[config.mk]
export PLATFORM = sky130hd
export DESIGN_NAME = lsu_mem_master
export DESIGN_NICKNAME = d
export VERILOG_FILES = /design/src/rtl/lsu_mem_master.sv
export SDC_FILE = /design/constraint.sdc
export NUM_CORES = 1
export LEC_CHECK = 0
export ABC_AREA = 1
export BUFFER_PORTS_ARGS = -buffer_cell sky130_fd_sc_hd__buf_2
export CAP_MARGIN = 20
export CORE_ASPECT_RATIO = 0.5
export CORE_UTILIZATION = 52
export DETAILED_ROUTE_END_ITERATION = 10
export GPL_TIMING_DRIVEN = 0
export PLACE_DENSITY = 0.82
export SLEW_MARGIN = 20
export SYNTH_ARGS = -nofsm -noshare
export SYNTH_HDL_FRONTEND = slang
export SYNTH_SLANG_ARGS = --single-unit
[constraint.sdc]
create_clock -name clk -period 2.8 [get_ports clk]
set_input_delay 0.42 -clock clk [delete_from_list [all_inputs] [get_ports clk]]
set_output_delay 0.42 -clock clk [all_outputs]
set_load 0.03 [all_outputs]
[src/rtl/lsu_mem_master.sv]
// Load/store initiator for the word-wide unified memory: byte/half/word RV32I
// accesses mapped onto aligned word reads/writes, sub-word stores via read-modify-write.
module lsu_mem_master #(
  parameter int unsigned MEM_WORDS = 131072
) (
  input  logic        clk,
  input  logic        reset,
  input  logic        req_valid,
  output logic        req_ready,
  input  logic        req_we,
  input  logic [2:0]  req_funct3,
  input  logic [31:0] req_addr,
  input  logic [31:0] req_wdata,
  output logic        resp_valid,
  output logic [31:0] resp_rdata,
  output logic        resp_err,
  output logic [31:0] mem_addr,
  input  logic [31:0] mem_rdata,
  output logic        mem_we,
  output logic [31:0] mem_wdata
);

  typedef enum logic [1:0] {IDLE = 2'd0, READ = 2'd1, WRITE = 2'd2, RESP = 2'd3} state_t;

  localparam logic [2:0] F3_B  = 3'b000;
  localparam logic [2:0] F3_H  = 3'b001;
  localparam logic [2:0] F3_W  = 3'b010;
  localparam logic [2:0] F3_BU = 3'b100;
  localparam logic [2:0] F3_HU = 3'b101;

  state_t      state;
  logic        we_q;
  logic        err_q;
  logic        wr_q;
  logic [2:0]  funct3_q;
  logic [1:0]  lane_q;
  logic [15:0] wdata_q;

  logic        req_err_c;
  logic [7:0]  byte_c;
  logic [15:0] half_c;
  logic [31:0] load_c;
  logic [31:0] merge_c;

  // Reset gates these directly so an aborted WRITE never reaches memory.
  assign req_ready = (state == IDLE) && reset;
  assign mem_we    = wr_q && reset;

  // Request legality: funct3 vs direction, alignment, address range.
  always_comb begin
    req_err_c = 1'b0;
    if (req_we) begin
      if (req_funct3 != F3_B && req_funct3 != F3_H && req_funct3 != F3_W)
        req_err_c = 1'b1;
    end else begin
      if (req_funct3 != F3_B && req_funct3 != F3_H && req_funct3 != F3_W &&
          req_funct3 != F3_BU && req_funct3 != F3_HU)
        req_err_c = 1'b1;
    end
    if ((req_funct3 == F3_H || req_funct3 == F3_HU) && req_addr[0])
      req_err_c = 1'b1;
    if (req_funct3 == F3_W && req_addr[1:0] != 2'b00)
      req_err_c = 1'b1;
    if (32'(req_addr[31:2]) >= MEM_WORDS)
      req_err_c = 1'b1;
  end

  // Lane extraction for loads and lane merge for sub-word stores.
  always_comb begin
    byte_c  = mem_rdata[{lane_q, 3'b000} +: 8];
    half_c  = lane_q[1] ? mem_rdata[31:16] : mem_rdata[15:0];
    load_c  = mem_rdata;
    merge_c = mem_rdata;
    case (funct3_q)
      F3_B:    load_c = {{24{byte_c[7]}}, byte_c};
      F3_BU:   load_c = {24'd0, byte_c};
      F3_H:    load_c = {{16{half_c[15]}}, half_c};
      F3_HU:   load_c = {16'd0, half_c};
      default: load_c = mem_rdata;
    endcase
    if (funct3_q == F3_B)
      merge_c[{lane_q, 3'b000} +: 8] = wdata_q[7:0];
    else if (lane_q[1])
      merge_c[31:16] = wdata_q;
    else
      merge_c[15:0] = wdata_q;
  end

  always_ff @(posedge clk) begin
    if (!reset) begin
      state      <= IDLE;
      resp_valid <= 1'b0;
      resp_rdata <= 32'd0;
      resp_err   <= 1'b0;
      mem_addr   <= 32'd0;
      mem_wdata  <= 32'd0;
      wr_q       <= 1'b0;
      we_q       <= 1'b0;
      err_q      <= 1'b0;
      funct3_q   <= 3'd0;
      lane_q     <= 2'd0;
      wdata_q    <= 16'd0;
    end else begin
      case (state)
        IDLE: begin
          resp_valid <= 1'b0;
          if (req_valid) begin
            we_q     <= req_we;
            funct3_q <= req_funct3;
            lane_q   <= req_addr[1:0];
            wdata_q  <= req_wdata[15:0];
            err_q    <= req_err_c;
            // Errors still pass through READ so every non-RMW request has equal latency.
            if (req_err_c) begin
              state <= READ;
            end else if (req_we && req_funct3 == F3_W) begin
              mem_addr  <= {req_addr[31:2], 2'b00};
              mem_wdata <= req_wdata;
              wr_q      <= 1'b1;
              state     <= WRITE;
            end else begin
              mem_addr <= {req_addr[31:2], 2'b00};
              state    <= READ;
            end
          end
        end
        READ: begin
          if (err_q) begin
            resp_valid <= 1'b1;
            resp_err   <= 1'b1;
            resp_rdata <= 32'd0;
            state      <= RESP;
          end else if (!we_q) begin
            resp_valid <= 1'b1;
            resp_err   <= 1'b0;
            resp_rdata <= load_c;
            state      <= RESP;
          end else begin
            mem_wdata <= merge_c;
            wr_q      <= 1'b1;
            state     <= WRITE;
          end
        end
        WRITE: begin
          wr_q       <= 1'b0;
          resp_valid <= 1'b1;
          resp_err   <= 1'b0;
          resp_rdata <= 32'd0;
          state      <= RESP;
        end
        RESP: begin
          resp_valid <= 1'b0;
          state      <= IDLE;
        end
        default: state <= IDLE;
      endcase
    end
  end

endmodule

==> results of run 1 <==
==> cell families after synthesis <==
logic type / Yosys count / share of synthesized area
compound gates: 260 / 0.204
fa+ha+maj: 10 / 0.0184
buf+inv: 162 / 0.103
flops: 122 / 0.359
other cells: 1 / 0.000552
simple gates: 510 / 0.315
==> power groups by stage <==
stage	Clock [W]	Sequential, W	Combinational, W
after CTS	0.00216	0.00226	0.00340
final	0.00216	0.00227	0.00350
after floorplan	0	0.00271	0.00196
after global routing	0.00225	0.00230	0.00382
after global placement	0	0.00228	0.00335
after detailed placement	0	0.00229	0.00338
==> tightest hold or removal path, stage by stage <==
cell	delay [ns]
buf_2	0.07
nor3_1	0.04
nor2_1	0.08
==> area by class of cell <==
type	instances	area, um^2	area share
Clock buffer	18	429	0.0500
Multi-Input combinational cell	782	3670	0.427
Timing Repair Buffer	200	1000	0.117
Clock inverter	14	138	0.0160
Buffer	71	355	0.0414
Sequential cell	122	2440	0.284
Inverter	91	342	0.0398
Tap cell	170	213	0.0248
==> state kept, by name, indices dropped and copies added, names as in the netlist <==
register    flops
lane_q          2
err_q           1
resp_err        1
funct3_q        3
wr_q            1
mem_addr       30
we_q            1
mem_wdata      32
wdata_q        16
state           2
resp_valid      1
resp_rdata     32
==> what timing repair did <==
item / in CTS / in global routing
setup endpoints to repair: 0 / 1
resized for setup: 0 / 1
hold endpoints to repair: 0 / 0
==> layout by cell type, fill, tap and decap left out, drive strengths merged <==
master | synthesis | routed
nor3b | 13 | 13
a211oi | 1 | 1
clkinvlp | 0 | 1
buf | 39 | 239
ha | 10 | 10
nand3b | 1 | 1
nor2 | 182 | 182
nand3 | 33 | 33
clkbuf | 32 | 50
and2 | 1 | 1
a21o | 1 | 1
a21oi | 123 | 123
a31oi | 1 | 1
conb | 1 | 2
nand2 | 250 | 250
clkinv | 0 | 7
nor3 | 18 | 18
o21ai | 112 | 112
bufinv | 0 | 1
inv | 91 | 96
nand4 | 12 | 12
o22ai | 8 | 8
o211ai | 14 | 14
dfxtp | 122 | 122
==> worst max-delay path by stage <==
stage	cells after the start	end	start
final	11	mem_wdata[0]	lane_q[1]
after global routing	12	mem_wdata[3]	lane_q[1]
after CTS	11	mem_wdata[15]	lane_q[1]
after detailed placement	11	mem_wdata[15]	lane_q[1]
after global placement	11	mem_wdata[15]	lane_q[1]
after floorplan	11	mem_wdata[10]	lane_q[1]
==> metrics by stage <==
stage,setup WS [ns],utilization,instance area (um^2)
after floorplan,0.875,-,6800
after global placement,0.294,0.631,8010
after detailed placement,0.314,0.631,8010
after CTS,0.301,0.676,8580
after global routing,0.0440,0.676,8590
final,0.269,0.676,8590
==> metal layers <==
layer	wire length, um	up-vias	part of all wire	global-route usage
met4	407	0	0.017	0.107
met3	3110	49	0.13	0.140
met2	9910	424	0.41	0.533
met1	10500	3579	0.44	0.482
li1	-	3887	-	-
met5	0	-	0	0
==> out/metrics.csv, run 1 <==
metric,value,unit
crit_family,simple AND/OR/NAND/NOR gates,
ctsRootBufferMaster,clkbuf_16,
ys_types,33,
outcome,finished with violations,
critical_path_class,reg -> reg,
firstDrtPassIters,8,
cts_hold_buf,0,
nets,1398,
p_comb_frac,0.442,
wl_per_cell,16.3,um
synth.most_common_cell,nand2_1,
rr_endpoint,mem_wdata[0],
num_vias,7939,
dp_cells,1436,
fin_total_pwr,0.00792,W
fp.dieW,164,um
fill_cells,1196,
gp_congestion,0.983,
hp-class,in -> reg,
grt_pass1_vias,7497,
rr_worst_depth,11,
synthArstFlopShare,0,
port_buffers,200,
wl,23.9,mm
ys_ff_latch,122,
power_frac_seq,0.286,
grt.overflow.total,0,
die-area,13600,um^2
slowest_stage,nor2_2,
drt_iter0_drc,726,
cap_violations,0,
htreeDepth,4,
cp_data_required_time,3.15,ns
hold_viol_final,0,
viasPerCell,5.41,
area_delta_synth_final,26.3,%
grt_first_pass_wirelength,37.8,mm
clk_latency,0.41,ns
switchingPower,0.00360,W
synth_ff_type,dfxtp_1,
rows,29,
powerDensity,922,nW/um^2
seq_area_frac_synth,0.359,
hold_end,mem_addr[3],
diodes,0,
timing.final.crit_share,0.904,
swShare,0.455,
power.leakage,4.23,nW
cts_sinks,122,
max_freq,395,MHz
setup_viol,0,
grt_max_degree,17,
grt_usage,0.360,
ys_top_cells_by_count,"nand2_1 (242), nor2_1 (177), dfxtp_1 (122)",
initial_core_util,0.535,
drive_gt1_frac,0.230,
io_pins,203,
skew,0.0111,ns
crit_top_cell,nor2_1,
path_cells,"buf_6, inv_1, buf_2, ha_1, nor2_2, nand4_1, o21ai_0, nand2_1, a21oi_1, nor2_1, nor2_1",
peakVddDrop,448,uV
critPathMaxFanout,12,
tns,0,ns
worst-r2r-setup-slack,0.27,ns
worstHoldStart,req_addr[3],
synthTopCellsByArea,"dfxtp_1 (36%), nand2_1 (13%), nor2_1 (9.8%)",
yosys_warnings,0,
start_kind,register,
syn_area,6800,um^2
antenna_found_initial,0,
cp-end-kind,register,
synth_edf_count,0,
rsz0062_at_grt,no,
violations,DRC,
synth_area_per_cell,6.38,um^2
critPathMaxStageDelay,0.38,ns
ant_nets,0,
rr_startpoint,lane_q[1],
route.detailed.drc,2,
clk_pin_slew_worst_paths,0.06,ns
synth_top_area_share,0.359,
fp.dieH,82.8,um
instances_no_fill,1468,
dp_hpwl,18.7,mm
fin_worst_hold_slack,0.236,ns
maxSlewHeadroom,0.544,
min_period,2.53,ns
slew_viol_final,0,
crit_buf_inv,3,
synth_top_area_cell,dfxtp_1,
netlist_instances,1065,
tightest_slew,0.684,ns
cts_post_setup_buffers_inserted,0,
whs_path_depth,3,
cts_buffers,17,
worstPathArrival,2.89,ns
core-area,12700,um^2
pwr-share-clk,0.272,
tritoncts,built,
p_int,0.00432,W
clock_path_buffers,2,
Note: power is estimated with default switching activity, not from simulation.
==> inputs of run 2 (changes only) <==
--- a/config.mk
+++ b/config.mk
@@ -13,6 +13,7 @@
 export DETAILED_ROUTE_END_ITERATION = 10
 export GPL_TIMING_DRIVEN = 0
 export PLACE_DENSITY = 0.82
+export SKIP_LAST_GASP = 1
 export SLEW_MARGIN = 20
 export SYNTH_ARGS = -nofsm -noshare
 export SYNTH_HDL_FRONTEND = slang
==> constraint.sdc (replaced) <==
create_clock -name clk -period 2.6 [get_ports clk]
set_input_delay 0.39 -clock clk [delete_from_list [all_inputs] [get_ports clk]]
set_output_delay 0.39 -clock clk [all_outputs]
set_load 0.03 [all_outputs]
==> run 2 against run 1 <==
  * The flow still finishes with violations (DRC)
  * First-iteration DRC count rose by 5.0%
  * Non-clock buffer count is 1 lower
  * Sequential power grew 7%
  * Sequential share of layout area hardly changed
  * Routed wire length increased by 0.14%
  * Clock power up 7%
  * Clock-buffer cell count unchanged
  * Flip-flop and latch count did not move
  * Die area unchanged
  * Clock skew is 0.00081 ns higher
  * Critical path type unchanged
  * Hold slack lost 0.028 ns
==> out/metrics.csv, run 2 (same netlist as run 1, synthesis figures left out) <==
metric,value,unit,change
firstDrtPassIters,9,,+1
fp.dieW,164,um,unchanged
setup_ws,0.163,ns,-0.106 ns
clk_latency,0.41,ns,about the same
start_kind,register,,
peakVddDrop,482,uV,+7.7%
nets,1397,,-0.072%
violations,DRC,,
clock_path_buffers,2,,unchanged
skew,0.0119,ns,+0.000812 ns
critPathMaxFanout,12,,unchanged
cap_violations,0,,unchanged
top_regs,"mem_wdata (32), resp_rdata (32), mem_addr (30)",,
crit_family,simple AND/OR/NAND/NOR gates,,
critPathMaxStageDelay,0.40,ns,+0.02 ns
core-area,12700,um^2,unchanged
gp_congestion,0.983,,unchanged
path_cells,"buf_6, inv_1, clkbuf_4, ha_1, nor2_2, nand4_1, o21ai_0, nand2_1, a21oi_1, nor2_1, nor2_1",,
timing.final.crit_share,0.937,,+0.0334
critical_path_depth,11,,unchanged
rr_worst_depth,11,,unchanged
die-area,13600,um^2,unchanged
ant_nets,0,,unchanged
route.detailed.drc,2,,unchanged
grt_first_pass_wirelength,37.8,mm,unchanged
tritoncts,built,,
whs_path_depth,3,,unchanged
crit_top_cell,nor2_1,,
drt_iter0_drc,762,,+5.0%
initial_core_util,0.535,,unchanged
worstPathArrival,2.79,ns,-0.10 ns
viasPerCell,5.40,,about the same
cp_data_required_time,2.95,ns,-0.20 ns
antenna_found_initial,0,,unchanged
final_cell_mix,"nand2_1 (241), buf_2 (224), nor2_1 (177)",,
cp-end-kind,register,,
powerDensity,993,nW/um^2,+7.7%
wl,24.0,mm,+0.14%
cp-startpoint,lane_q[1],,
clk_pin_slew_worst_paths,0.06,ns,about the same
diodes,0,,unchanged
cts_hold_buf,0,,unchanged
outcome,finished with violations,,
drive_gt1_frac,0.231,,+0.000948
grt_max_degree,17,,unchanged
rows,29,,unchanged
cts_buffers,17,,unchanged
port_buffers,200,,unchanged
instances_no_fill,1467,,-0.068%
io_pins,203,,unchanged
grt.overflow.total,0,,unchanged
maxSlewHeadroom,0.534,,-0.0104
fin_total_pwr,0.00853,W,+7.7%
dp_cells,1436,,unchanged
htreeDepth,4,,unchanged
fp.dieH,82.8,um,unchanged
slowest_stage,dfxtp_1,,
area_delta_synth_final,26.4,%,about the same
max_freq,410,MHz,+3.9%
hold_viol_final,0,,unchanged
grt_pass1_vias,7497,,unchanged
slew_viol_final,0,,unchanged
cts_resized,0,,unchanged
num_vias,7928,,-0.14%
min_period,2.44,ns,-0.0940 ns
critical_path_class,reg -> reg,,
power.leakage,4.23,nW,about the same
rsz0062_at_grt,yes,,
worstHoldStart,req_addr[3],,
cts_post_setup_buffers_inserted,0,,unchanged
dp_slack,0.114,ns,-0.200 ns
setup_viol,0,,unchanged
ctsRootBufferMaster,clkbuf_16,,
tightest_slew,0.700,ns,+0.0157 ns
layout_commonest_cell,nand2_1,,
hp-class,in -> reg,,
wl_per_cell,16.3,um,+0.21%
fin_worst_hold_slack,0.208,ns,-0.0276 ns
rr_startpoint,lane_q[1],,
dp_hpwl,18.7,mm,unchanged
tns,0,ns,unchanged
cts_sinks,122,,unchanged
grt_usage,0.360,,unchanged
crit_buf_inv,3,,unchanged
-- run 2: cell count changes in the layout (fill, tap and decap cells not counted), sizes merged --
cell | previous run | this run
clkbuf | 50 | 51
buf | 239 | 237
-- run 2: stage by stage --
step / utilization / instance area [um^2]
floorplan: - / 6800
global placement: 0.631 / 8010
detailed placement: 0.631 / 8010
CTS: 0.676 / 8580
global route: 0.676 / 8590
finish: 0.676 / 8590
-- run 2: worst register-to-register path, cell delays in order (launching register included) --
cell	delay, ns
dfxtp_1	0.40
buf_6	0.16
inv_1	0.11
clkbuf_4	0.24
ha_1	0.35
nor2_2	0.36
nand4_1	0.12
o21ai_0	0.10
nand2_1	0.07
a21oi_1	0.28
nor2_1	0.08
nor2_1	0.10
-- run 2: area by class of cell --
cell class / count / area, um^2
Buffer: 70 / 357
Clock buffer: 18 / 429
Clock inverter: 14 / 138
Fill cell: 1198 / 4110
Inverter: 91 / 342
Multi-Input combinational cell: 782 / 3670
Sequential cell: 122 / 2440
Tap cell: 170 / 213
Timing Repair Buffer: 200 / 1000
-- run 2: power by group --
| part | internal, W | leakage [nW] | switching (W) |
|---|---|---|---|
| combinational | 0.00111 | 2.96 | 0.00266 |
| sequential | 0.00221 | 0.994 | 0.000233 |
| clock | 0.00134 | 0.278 | 0.000986 |
| total | 0.00465 | 4.23 | 0.00388 |
-- run 2: per-layer routing --
| metal | vias to the layer above | wire length, um | GRT usage |
|---|---|---|---|
| met2 | 412 | 9970 | 0.533 |
| li1 | 3883 | - | - |
| met1 | 3597 | 10600 | 0.482 |
| met5 | - | 0 | 0 |
| met3 | 36 | 3070 | 0.140 |
| met4 | 0 | 353 | 0.107 |
-- run 2: final timing paths --
path         slack (ns)        endpoint
max                0.16    mem_wdata[0]
min                0.21     mem_addr[3]
max reg2reg        0.16    mem_wdata[0]
min reg2reg        0.46  resp_rdata[10]
==> inputs of run 3 (changes only) <==
--- a/config.mk
+++ b/config.mk
@@ -13,6 +13,7 @@
 export DETAILED_ROUTE_END_ITERATION = 10
 export GPL_TIMING_DRIVEN = 0
 export PLACE_DENSITY = 0.82
+export RECOVER_POWER = 50
 export SKIP_LAST_GASP = 1
 export SLEW_MARGIN = 20
 export SYNTH_ARGS = -nofsm -noshare
==> run 3 against run 2 <==
  * The flow still finishes with violations (DRC)
  * First-iteration DRC count fell by 0.26%
  * Power fell by 0.97%
  * Setup slack improved by 0.0058 ns
  * Die area did not move
  * Largest power group unchanged
  * Highest routed layer unchanged
==> out/metrics.csv, run 3 (same netlist as run 1, synthesis figures left out) <==
metric,value,unit,change
outcome,finished with violations,,
violations,DRC,,
firstDrtPassIters,11,,+2
dp_hpwl,18.7,mm,unchanged
fin_worst_hold_slack,0.206,ns,-0.00215 ns
p_int,0.00458,W,-1.7%
clk_pin_slew_worst_paths,0.06,ns,about the same
worstPathArrival,2.77,ns,-0.02 ns
top_regs,"mem_wdata (32), resp_rdata (32), mem_addr (30)",,
route.detailed.drc,2,,unchanged
clk_latency,0.41,ns,about the same
setup_viol,0,,unchanged
power.leakage,3.82,nW,-9.7%
critPathMaxFanout,10,,-2
hold_viol_final,0,,unchanged
cts_buffers,17,,unchanged
gp_congestion,0.983,,unchanged
drive_gt1_frac,0.153,,-0.0771
slew_viol_final,0,,unchanged
power_frac_seq,0.290,,+0.004
fp.dieH,82.8,um,unchanged
powerDensity,999,nW/um^2,+0.58%
slowest_stage,a21oi_1,,
layout_commonest_cell,nand2_1,,
swShare,0.458,,+0.00390
diodes,0,,unchanged
area_delta_synth_final,24.4,%,
grt_pass1_vias,7497,,unchanged
peakVddDrop,471,uV,-2.3%
crit_buf_inv,3,,unchanged
tightest_slew,0.683,ns,-0.0172 ns
cap_violations,0,,unchanged
wl_met1,10.5,mm,-1.0%
met3RoutedLength,3.17,mm,+3.3%
critPathMaxStageDelay,0.42,ns,+0.02 ns
crit_family,simple AND/OR/NAND/NOR gates,,
core-area,12700,um^2,unchanged
num_vias,7941,,+0.16%
wl_per_cell,16.3,um,-0.38%
cp-end-kind,register,,
top_layer,met4,,
viasPerCell,5.41,,+0.16%
io_pins,203,,unchanged
final_cell_mix,"nand2_1 (244), nor2_1 (177), clkbuf_1 (130)",,
htreeDepth,4,,unchanged
p_comb_frac,0.435,,-0.007
max_freq,411,MHz,+0.24%
wl,23.9,mm,-0.38%
maxSlewHeadroom,0.545,,+0.0114
cts_sinks,122,,unchanged
initial_core_util,0.535,,unchanged
switchingPower,0.00387,W,-0.12%
ctsRootBufferMaster,clkbuf_16,,
grt.overflow.total,0,,unchanged
min_period,2.43,ns,-0.00579 ns
grt_max_degree,17,,unchanged
rows,29,,unchanged
ant_nets,0,,unchanged
fp.dieW,164,um,unchanged
fill_cells,1263,,+5.4%
rsz0062_at_grt,yes,,
path_cells,"inv_1, ha_1, nand2_1, nor2_8, inv_2, buf_2, a21oi_1, nand2_1, a21oi_2",,
hp-class,in -> reg,,
start_kind,register,,
drt_iter0_drc,760,,-0.26%
grt_usage,0.360,,unchanged
crit_top_cell,nand2_1,,
grt_first_pass_wirelength,37.8,mm,unchanged
clock_path_buffers,2,,unchanged
dr_wl_met2,9.87,mm,-0.97%
die-area,13600,um^2,unchanged
cts_post_setup_buffers_inserted,0,,unchanged
dp_cells,1436,,unchanged
timing.final.crit_share,0.935,,-0.00223
cts_hold_buf,0,,unchanged
critical_path_class,reg -> reg,,
antenna_found_initial,0,,unchanged
tritoncts,built,,
port_buffers,200,,unchanged
instances_no_fill,1467,,unchanged
skew,0.0114,ns,-0.000467 ns
nets,1397,,unchanged
cp_data_required_time,2.94,ns,about the same
pwr-share-clk,0.276,,+0.004
-- run 3: cell count changes in the layout (fill, tap and decap cells not counted), moves of 2 or more --
cell	before	now
buf_1	3	1
buf_2	224	128
clkbuf_1	32	130
nand2_1	241	244
nand2_2	6	4
-- run 3: tightest hold or removal path: stages --
cell and delay [ns]:
buf_2 0.07, nor3_1 0.04, nor2_1 0.08
-- run 3: metal layers --
metal / global-route usage / up-vias
met3: 0.140 / 36
met4: 0.107 / 0
met5: 0 / -
li1: - / 3874
met2: 0.533 / 455
met1: 0.482 / 3576
-- run 3: repair_timing --
action                                  4_1_cts  5_1_grt
resized for setup                             0        4
endpoints found under the setup margin        0       19
hold endpoints to repair                      0        0
-- run 3: area by class of cell --
cell class	instances	area [um^2]	share of cell area
multi-input cells	782	3660	0.432
flip-flops and latches	122	2440	0.289
plain buffers	70	357	0.0422
clock buffers	18	429	0.0507
repair buffers	200	881	0.104
inverters	91	342	0.0404
clock inverters	14	138	0.0163
well taps	170	213	0.0252
-- run 3: final timing paths --
check,cells after the start,start,slack [ns],to
setup reg to reg,9,state[1],0.17,resp_rdata[25]
setup / recovery,9,state[1],0.17,resp_rdata[25]
hold reg to reg,2,resp_rdata[10],0.47,resp_rdata[10]
hold / removal,3,req_addr[3],0.21,mem_addr[3]
-- run 3: power by group through the flow --
| stage | clock, W | combinational [W] | sequential, W |
|---|---|---|---|
| final | 0.00233 | 0.00367 | 0.00245 |
| after global routing | 0.00243 | 0.00403 | 0.00248 |
| after CTS | 0.00232 | 0.00367 | 0.00243 |
| after detailed placement | 0 | 0.00364 | 0.00247 |
| after global placement | 0 | 0.00360 | 0.00245 |
| after floorplan | 0 | 0.00211 | 0.00292 |
-- run 3: through the flow --
stage                      util  setup TNS, ns  setup slack, ns  power [W]  instance area, um^2
final                     0.666              0            0.169    0.00845                 8460
after global routing      0.666        -0.0272          -0.0141    0.00894                 8460
after CTS                 0.676              0            0.101    0.00842                 8580
after detailed placement  0.631              0            0.114    0.00611                 8010
after global placement    0.631              0           0.0942    0.00606                 8010
after floorplan               -              0            0.675    0.00503                 6800
